[config.mk]
export PLATFORM = sky130hd
export DESIGN_NAME = adder_scheduler_flat
export DESIGN_NICKNAME = d
export VERILOG_FILES = /design/src/rtl/adder_scheduler_if.sv /design/src/rtl/adder_scheduler.sv /design/src/flat_wrapper.sv
export SDC_FILE = /design/constraint.sdc
export NUM_CORES = 1
export LEC_CHECK = 0
export ABC_AREA = 1
export BUFFER_PORTS_ARGS = -buffer_cell sky130_fd_sc_hd__clkbuf_2
export CAP_MARGIN = 20
export CORE_ASPECT_RATIO = 0.6
export CORE_UTILIZATION = 25
export CTS_CLUSTER_DIAMETER = 80
export DETAILED_ROUTE_END_ITERATION = 8
export GPL_ROUTABILITY_DRIVEN = 0
export HOLD_SLACK_MARGIN = 0.06
export SLEW_MARGIN = 10
export SYNTH_ARGS = -nofsm -noshare
export SYNTH_HDL_FRONTEND = slang
export SYNTH_SLANG_ARGS = --single-unit
[constraint.sdc]
create_clock -name clk -period 1.75 [get_ports clk]
set_clock_uncertainty 0.1 [all_clocks]
set_input_delay 0.35 -clock clk [delete_from_list [all_inputs] [get_ports clk]]
set_output_delay 0.35 -clock clk [all_outputs]
set_load 0.01 [all_outputs]
[src/rtl/adder_scheduler_if.sv]
// Bundled handshake and adder-port signals for adder_scheduler.
// The adder buses use [0:15] ordering, so index 0 is the least significant (carry-in side) bit.
interface adder_scheduler_if;
  logic        req0_valid;
  logic        req0_ready;
  logic [31:0] req0_a;
  logic [31:0] req0_b;
  logic        req0_ci;
  logic [1:0]  req0_mode;

  logic        req1_valid;
  logic        req1_ready;
  logic [31:0] req1_a;
  logic [31:0] req1_b;
  logic        req1_ci;
  logic [1:0]  req1_mode;

  logic [0:15] add_a;
  logic [0:15] add_b;
  logic        add_ci;
  logic        add_split;
  logic [0:15] add_s;
  logic        add_co;

  logic        res_valid;
  logic        res_ready;
  logic [31:0] res_sum;
  logic        res_co;
  logic        res_id;
  logic        res_err;

  modport slave (
    input  req0_valid, req0_a, req0_b, req0_ci, req0_mode,
    output req0_ready,
    input  req1_valid, req1_a, req1_b, req1_ci, req1_mode,
    output req1_ready,
    output add_a, add_b, add_ci, add_split,
    input  add_s, add_co,
    output res_valid, res_sum, res_co, res_id, res_err,
    input  res_ready
  );

  modport master (
    output req0_valid, req0_a, req0_b, req0_ci, req0_mode,
    input  req0_ready,
    output req1_valid, req1_a, req1_b, req1_ci, req1_mode,
    input  req1_ready,
    input  add_a, add_b, add_ci, add_split,
    output add_s, add_co,
    input  res_valid, res_sum, res_co, res_id, res_err,
    output res_ready
  );
endinterface

[src/rtl/adder_scheduler.sv]
// Shares one external 16-bit adder between two requesters: ADD16, DUAL8 and
// two-pass ADD32 operations, with results returned over a valid/ready channel.
module adder_scheduler #(
  parameter bit PRIO_FIXED = 1'b0
) (
  input  logic                clk,
  input  logic                rst_n,
  adder_scheduler_if.slave    bus,
  output logic                busy
);

  typedef enum logic [1:0] {IDLE, EXEC_LO, EXEC_HI, RESP} state_t;

  localparam logic [1:0] MODE_DUAL8 = 2'b01;
  localparam logic [1:0] MODE_ADD32 = 2'b10;
  localparam logic [1:0] MODE_RSVD  = 2'b11;

  state_t      state_q, state_d;
  logic        rr_q, rr_d;
  logic [31:0] a_q, a_d;
  logic [31:0] b_q, b_d;
  logic        ci_q, ci_d;
  logic [1:0]  mode_q, mode_d;
  logic        id_q, id_d;
  logic [31:0] sum_q, sum_d;
  logic        co_q, co_d;

  logic        grant0, grant1;
  logic [15:0] op_a, op_b;
  logic [15:0] s_vec;

  // Grants are masked by rst_n so ready stays low while reset is asserted.
  always_comb begin
    grant0 = 1'b0;
    grant1 = 1'b0;
    if (rst_n && state_q == IDLE) begin
      if (bus.req0_valid && bus.req1_valid) begin
        if (PRIO_FIXED || !rr_q) grant0 = 1'b1;
        else                     grant1 = 1'b1;
      end else begin
        grant0 = bus.req0_valid;
        grant1 = bus.req1_valid;
      end
    end
  end

  // Adder drive depends on registered state only, keeping it free of add_s feedback.
  always_comb begin
    op_a          = '0;
    op_b          = '0;
    bus.add_ci    = 1'b0;
    bus.add_split = 1'b1;
    case (state_q)
      EXEC_LO: begin
        op_a          = a_q[15:0];
        op_b          = b_q[15:0];
        bus.add_ci    = ci_q;
        bus.add_split = (mode_q != MODE_DUAL8);
      end
      EXEC_HI: begin
        op_a       = a_q[31:16];
        op_b       = b_q[31:16];
        bus.add_ci = co_q;
      end
      default: ;
    endcase
  end

  always_comb begin
    for (int unsigned i = 0; i < 16; i++) begin
      bus.add_a[i] = op_a[i];
      bus.add_b[i] = op_b[i];
    end
  end

  always_comb begin
    for (int unsigned i = 0; i < 16; i++) begin
      s_vec[i] = bus.add_s[i];
    end
  end

  always_comb begin
    state_d = state_q;
    rr_d    = rr_q;
    a_d     = a_q;
    b_d     = b_q;
    ci_d    = ci_q;
    mode_d  = mode_q;
    id_d    = id_q;
    sum_d   = sum_q;
    co_d    = co_q;
    case (state_q)
      IDLE: begin
        if (grant0 || grant1) begin
          a_d     = grant1 ? bus.req1_a    : bus.req0_a;
          b_d     = grant1 ? bus.req1_b    : bus.req0_b;
          ci_d    = grant1 ? bus.req1_ci   : bus.req0_ci;
          mode_d  = grant1 ? bus.req1_mode : bus.req0_mode;
          id_d    = grant1;
          state_d = EXEC_LO;
        end
      end
      EXEC_LO: begin
        // With split low the adder's own carry-out is already the high-byte carry.
        sum_d   = {16'h0000, s_vec};
        co_d    = bus.add_co;
        state_d = (mode_q == MODE_ADD32) ? EXEC_HI : RESP;
      end
      EXEC_HI: begin
        sum_d   = {s_vec, sum_q[15:0]};
        co_d    = bus.add_co;
        state_d = RESP;
      end
      RESP: begin
        if (bus.res_ready) begin
          state_d = IDLE;
          rr_d    = ~id_q;
        end
      end
      default: state_d = IDLE;
    endcase
  end

  always_ff @(posedge clk or negedge rst_n) begin
    if (!rst_n) begin
      state_q <= IDLE;
      rr_q    <= 1'b0;
      a_q     <= '0;
      b_q     <= '0;
      ci_q    <= 1'b0;
      mode_q  <= '0;
      id_q    <= 1'b0;
      sum_q   <= '0;
      co_q    <= 1'b0;
    end else begin
      state_q <= state_d;
      rr_q    <= rr_d;
      a_q     <= a_d;
      b_q     <= b_d;
      ci_q    <= ci_d;
      mode_q  <= mode_d;
      id_q    <= id_d;
      sum_q   <= sum_d;
      co_q    <= co_d;
    end
  end

  assign bus.req0_ready = grant0;
  assign bus.req1_ready = grant1;
  assign bus.res_valid  = (state_q == RESP);
  assign bus.res_sum    = bus.res_valid ? sum_q : '0;
  assign bus.res_co     = bus.res_valid & co_q;
  assign bus.res_id     = bus.res_valid & id_q;
  assign bus.res_err    = bus.res_valid & (mode_q == MODE_RSVD);
  assign busy           = (state_q != IDLE);

endmodule

[src/flat_wrapper.sv]
// flat-port wrapper written by rule: the top's interface ports become plain ports
module adder_scheduler_flat 
#(
  parameter bit PRIO_FIXED = 1'b0
)
  (clk, rst_n, busy, bus_req0_valid, bus_req0_a, bus_req0_b, bus_req0_ci, bus_req0_mode, bus_req0_ready, bus_req1_valid, bus_req1_a, bus_req1_b, bus_req1_ci, bus_req1_mode, bus_req1_ready, bus_add_a, bus_add_b, bus_add_ci, bus_add_split, bus_add_s, bus_add_co, bus_res_valid, bus_res_sum, bus_res_co, bus_res_id, bus_res_err, bus_res_ready);
  adder_scheduler_if bus_i ();
  input  logic clk;
  input  logic rst_n;
  output logic busy;
  input wire logic [$bits(bus_i.req0_valid)-1:0] bus_req0_valid;
  input wire logic [$bits(bus_i.req0_a)-1:0] bus_req0_a;
  input wire logic [$bits(bus_i.req0_b)-1:0] bus_req0_b;
  input wire logic [$bits(bus_i.req0_ci)-1:0] bus_req0_ci;
  input wire logic [$bits(bus_i.req0_mode)-1:0] bus_req0_mode;
  output wire logic [$bits(bus_i.req0_ready)-1:0] bus_req0_ready;
  input wire logic [$bits(bus_i.req1_valid)-1:0] bus_req1_valid;
  input wire logic [$bits(bus_i.req1_a)-1:0] bus_req1_a;
  input wire logic [$bits(bus_i.req1_b)-1:0] bus_req1_b;
  input wire logic [$bits(bus_i.req1_ci)-1:0] bus_req1_ci;
  input wire logic [$bits(bus_i.req1_mode)-1:0] bus_req1_mode;
  output wire logic [$bits(bus_i.req1_ready)-1:0] bus_req1_ready;
  output wire logic [$bits(bus_i.add_a)-1:0] bus_add_a;
  output wire logic [$bits(bus_i.add_b)-1:0] bus_add_b;
  output wire logic [$bits(bus_i.add_ci)-1:0] bus_add_ci;
  output wire logic [$bits(bus_i.add_split)-1:0] bus_add_split;
  input wire logic [$bits(bus_i.add_s)-1:0] bus_add_s;
  input wire logic [$bits(bus_i.add_co)-1:0] bus_add_co;
  output wire logic [$bits(bus_i.res_valid)-1:0] bus_res_valid;
  output wire logic [$bits(bus_i.res_sum)-1:0] bus_res_sum;
  output wire logic [$bits(bus_i.res_co)-1:0] bus_res_co;
  output wire logic [$bits(bus_i.res_id)-1:0] bus_res_id;
  output wire logic [$bits(bus_i.res_err)-1:0] bus_res_err;
  input wire logic [$bits(bus_i.res_ready)-1:0] bus_res_ready;
  assign bus_i.req0_valid = bus_req0_valid;
  assign bus_i.req0_a = bus_req0_a;
  assign bus_i.req0_b = bus_req0_b;
  assign bus_i.req0_ci = bus_req0_ci;
  assign bus_i.req0_mode = bus_req0_mode;
  assign bus_req0_ready = bus_i.req0_ready;
  assign bus_i.req1_valid = bus_req1_valid;
  assign bus_i.req1_a = bus_req1_a;
  assign bus_i.req1_b = bus_req1_b;
  assign bus_i.req1_ci = bus_req1_ci;
  assign bus_i.req1_mode = bus_req1_mode;
  assign bus_req1_ready = bus_i.req1_ready;
  assign bus_add_a = bus_i.add_a;
  assign bus_add_b = bus_i.add_b;
  assign bus_add_ci = bus_i.add_ci;
  assign bus_add_split = bus_i.add_split;
  assign bus_i.add_s = bus_add_s;
  assign bus_i.add_co = bus_add_co;
  assign bus_res_valid = bus_i.res_valid;
  assign bus_res_sum = bus_i.res_sum;
  assign bus_res_co = bus_i.res_co;
  assign bus_res_id = bus_i.res_id;
  assign bus_res_err = bus_i.res_err;
  assign bus_i.res_ready = bus_res_ready;
  adder_scheduler #(.PRIO_FIXED(PRIO_FIXED)) u_core (.clk(clk), .rst_n(rst_n), .bus(bus_i), .busy(busy));
endmodule
### Yosys cells after proc, flatten, opt, wreduce, memory -nomap -nowiden

Index checks and enable logic that the tools add are counted.

| operators by class | value |
|---|---|
| add/sub/neg operators | 0 |
| multiply operators | 0 |
| divide/modulo/power cells | 0 |
| magnitude comparators | 0 |
| equal/unequal tests | 8 |
| shift operators | 0 |
| mux-type cells | 20 |
| bitwise logic cells | 5 |
| reduce and logical (&&, ||, !) cells | 11 |

Operators with widths:

| cell | number |
|---|---|
| two-way mux 32 bit | 3 |
| case mux 16 bit (2 select lines) | 2 |
| case mux 32 bit (2 select lines) | 1 |
| two-way mux 1 bit | 9 |
| == test 2 bit (second input constant) | 4 |
| case mux 2 bit (4 select lines) | 1 |
| AND reduction 2 bit | 4 |
| two-way mux 2 bit | 3 |
| inequality test 2 bit (second input constant) | 2 |
| nonzero test 2 bit | 2 |
| AND 1 bit | 3 |
| == test 2 x 1 -> 1 bit (second input constant) | 1 |
| logical AND 1 bit | 2 |
| zero test 2 bit | 1 |
| inequality test 2 x 1 -> 1 bit (second input constant) | 1 |
| NOT 1 bit | 2 |
| case mux 1 bit (2 select lines) | 1 |
| OR reduction 2 bit | 1 |
| logical OR 1 bit | 1 |

| storage, ports and cells | value |
|---|---|
| register bits after elaboration | 104 |
| bits in latches | 0 |
| memory bits (writable) | 0 |
| bits in read-only memories | 0 |
| input bits | 156 |
| word-level logic and storage cells | 54 |
| memories kept | 0 |

### Logic depth before layout (Yosys ltp)

| depth | value |
|---|---|
| depth after elaboration | 6 |
| gate-level depth with buffers | 11 |
| gate-level depth less buffers | 9 |

### Worst setup path before layout

Ideal clock, no wire load.

| path | value |
|---|---|
| kind | reg2out |
| start | reg u_core.state_q[0] |
| end | out bus_add_a[10] |
| arrival time | 1.493 ns |
| data required time | 1.300 ns |
| slack | -0.193 ns |
| cell stages (with the launch flop) | 7 |
| path buffers | 2 |
| cell sequence | dfrtp_1 inv_1 ha_1 buf_2 clkbuf_1 nand3_1 nand2_1 |

| on the way | value |
|---|---|
| word-level cells in the longest chain between the ends | 2 |
| elaborated cells on any way between the ends | 3 |
| those cells by class | 2 x eq/ne; 1 x mux |

RTL lines:

| what | line | text |
|---|---|---|
| start, declared | adder_scheduler.sv:18 | `state_t state_q, state_d;` |
| start signal, assigned | adder_scheduler.sv:136 | `state_q <= state_d;` |
| == test 2 bit or == test 2 x 1 -> 1 bit (tied branches) | adder_scheduler.sv:53 | `case (state_q)` |
| case mux 16 bit (2 select lines) (*) | adder_scheduler.sv:53 |  |
| end, declared | flat_wrapper.sv:23 | `output wire logic [$bits(bus_i.add_a)-1:0] bus_add_a;` |

Every way passes the cells marked *; elsewhere a longest branch is shown, timed or not.

### Worst setup path after layout

| path | value |
|---|---|
| start | reg u_core.state_q[0] |
| end | out bus_add_a[3] |

Same word-level chain as after synthesis.

==> flow_metrics.tcl <==
set metrics [dict create \
    slew_violations 0 \
    outcome "finished with violations" \
    postLayoutSetupSlackWorst_ns -0.425 \
    die_h_um 120 \
    die_x_um 199 \
    crit_arrival_ns 1.72 \
    fp-row-count 42 \
    finalWirelength_um 22900 \
    cp-start-kind "flip-flop" \
    period_needed_ns 2.17 \
    ioPinCount 229 \
    multi_input_comb_area_sq_um 3090 \
    worst_pin_slew_ns 0.577 \
    relSlewSlack_pct 61.5 \
    postSynthAreaPerCell_sq_um 6.74 \
    worstSetupPathType "reg -> out" \
    fin_total_pwr_mw 14.9 \
    drtIter0Drc 299 \
    setup_tns_ns -32.23 \
    grt_max_degree 105 \
    p_leak_nw 5.28 \
    violations "setup timing" \
    netlist-cell-type-count 18 \
    dieArea_sq_um 23900 \
    rsz0062_at_grt "yes" \
    clockBufferDepth 2 \
    synthCells 862 \
    critPathCaptureType "primary output" \
    drc 0 \
    hold_viol 0 \
    cts.sinks 104 \
    ir_drop_v 0.000644 \
    coreArea_sq_um 22400 \
    fill_cells 2322 \
    clk_pin_slew_ns 0.08 \
    critPathMaxStageDelay_ns 0.37 \
    grt_usage_pct 17.4 \
    cts_buffers 9 \
    slowest_stage "dfrtp_1" \
    cts_tree "built" \
    routedWlPerCell_um 15.9 \
    antenna_found_initial 1 \
    drive_above_1_share_pct 39.8 \
    seq_area_frac_synth_pct 44.8 \
    gr-total-overflow 0 \
    syn_area_sq_um 5810 \
    via_per_inst 4.54 \
    dp_hpwl_um 14200 \
    fmax_mhz 460 \
    drv_cap 0 \
    cp.required_ns 1.30 \
    synthToLayoutAreaGrowth_pct 58.9 \
    ys_warn_count 0 \
    vias 6549 \
    port_buffers 228 \
    final_cell_mix "nand2_1 (373), clkbuf_2 (195), dfrtp_1 (104)" \
    fin_crit_sh_pct 124 \
    regArea_sq_um 2600 \
    h-tree-depth 3 \
    antenna_left 0 \
    crit_fanout 10 \
    root_buffer "clkbuf_16" \
    layout_commonest_cell "nand2_1" \
    power.density_nw_per_um2 1610 \
    ys_ff_latch 104 \
    crit_chain "inv_2 -> ha_4 -> buf_12 -> buf_16 -> nand3_1 -> nand2_1 -> buf_6" \
    grt_pass1_vias 5987 \
    firstDrtPassIters 5 \
    min_path_type "in -> reg" \
    finalSetupViolations 140 \
    initial_core_util_pct 25.9 \
    finalNetCount 1289 \
    insertion_delay_ns 0.36 \
    synth_nets 1024 \
    grt_first_pass_wirelength_um 31600 \
]
==> critical path: cells and delay by family, from the launching register on <==
kind / cells / cell delay (ns)
flops: 1 / 0.37
buf+inv: 4 / 0.47
simple gates: 2 / 0.19
fa+ha+maj: 1 / 0.33
==> area by class of cell <==
| class | count | share of cell area, % |
|---|---|---|
| Antenna cell | 1 | 0.0271 |
| Clock inverter | 5 | 0.447 |
| Sequential cell | 104 | 28.2 |
| Timing Repair Buffer | 314 | 27.0 |
| Tap cell | 308 | 4.17 |
| Multi-Input combinational cell | 603 | 33.5 |
| Inverter | 95 | 3.97 |
| Clock buffer | 11 | 2.74 |
==> registers in the layout, summed over array words and instances (netlist names) <==
signal,flops
u_core.id_q,1
u_core.sum_q,32
u_core.ci_q,1
u_core.rr_q,1
u_core.state_q,2
u_core.mode_q,2
u_core.co_q,1
u_core.a_q,32
u_core.b_q,32
==> cells in the mapped netlist (all sizes together) <==
| cell type | number | area share [%] |
|---|---|---|
| buf | 24 | 2.2 |
| nor2 | 2 | 0.26 |
| a31oi | 1 | 0.11 |
| a21oi | 3 | 0.26 |
| nand2 | 420 | 27 |
| o22ai | 32 | 3.4 |
| dfrtp | 104 | 45 |
| inv | 95 | 6.1 |
| ha | 6 | 1.3 |
| clkbuf | 36 | 2.3 |
| o21ai | 3 | 0.32 |
| nand3 | 136 | 12 |
==> power by group <==
| group | internal (mW) | switching, mW |
|---|---|---|
| Combinational | 4.12 | 4.66 |
| Sequential | 3.42 | 0.639 |
| Clock | 1.05 | 0.971 |
| Total | 8.60 | 6.27 |
==> per-stage QoR <==
step	cell area, sq um	cells	utilization, %	worst slack, ns	hold WS, ns
2_1_floorplan	5860	862	-	-0.0421	-0.0456
3_3_place_gp	7580	1382	33.8	-0.0825	0.363
3_5_place_dp	7580	1382	33.8	-0.0816	0.365
4_1_cts	8310	1412	37.0	-0.453	0.0971
5_1_grt	9230	1441	41.2	-0.515	0.124
6_report	9230	1441	41.2	-0.425	0.113
==> final timing paths <==
check | from | endpoint | slack, ns | cells after the start
worst max-delay path | u_core.state_q[0] | bus_add_a[3] | -0.42 | 7
worst min-delay path | bus_add_co | u_core.co_q | 0.11 | 3
worst max register to register | u_core.state_q[0] | u_core.b_q[24] | -0.21 | 13
worst min register to register | u_core.a_q[23] | u_core.a_q[23] | 0.38 | 2
max in group asynchronous | rst_n | u_core.a_q[21] | 0.48 | 3
min in group asynchronous | rst_n | u_core.sum_q[19] | 0.64 | 3
==> layer usage <==
metal / track usage (%) / wire length [um] / vias up
met2: 25.6 / 9400 / 236
met3: 3.85 / 1580 / 19
li1: - / - / 3202
met5: 0 / 0 / -
met1: 25.2 / 11600 / 3092
met4: 4.90 / 322 / 0
==> cell families (layout without fill, tap and decap cells) <==
group           count (synthesis)  after routing  share of synthesized area (%)
simple gates                  558            558                           39.1
buf+inv                       155            425                           10.6
flops                         104            104                           44.8
compound gates                 39             39                           4.13
fa+ha+maj                       6              6                           1.29
other cells                     0              1                              0
==> timing repair <==
item                                    4_1_cts  5_1_grt
pin swaps                                    13       41
gates cloned                                  6       13
hold buffers                                  1        0
endpoints found under the setup margin       73      142
buffers inserted                              7       17
endpoints found under the hold margin        69        0
gates resized for setup                      50      159
Power figures use the tool's default switching activity.
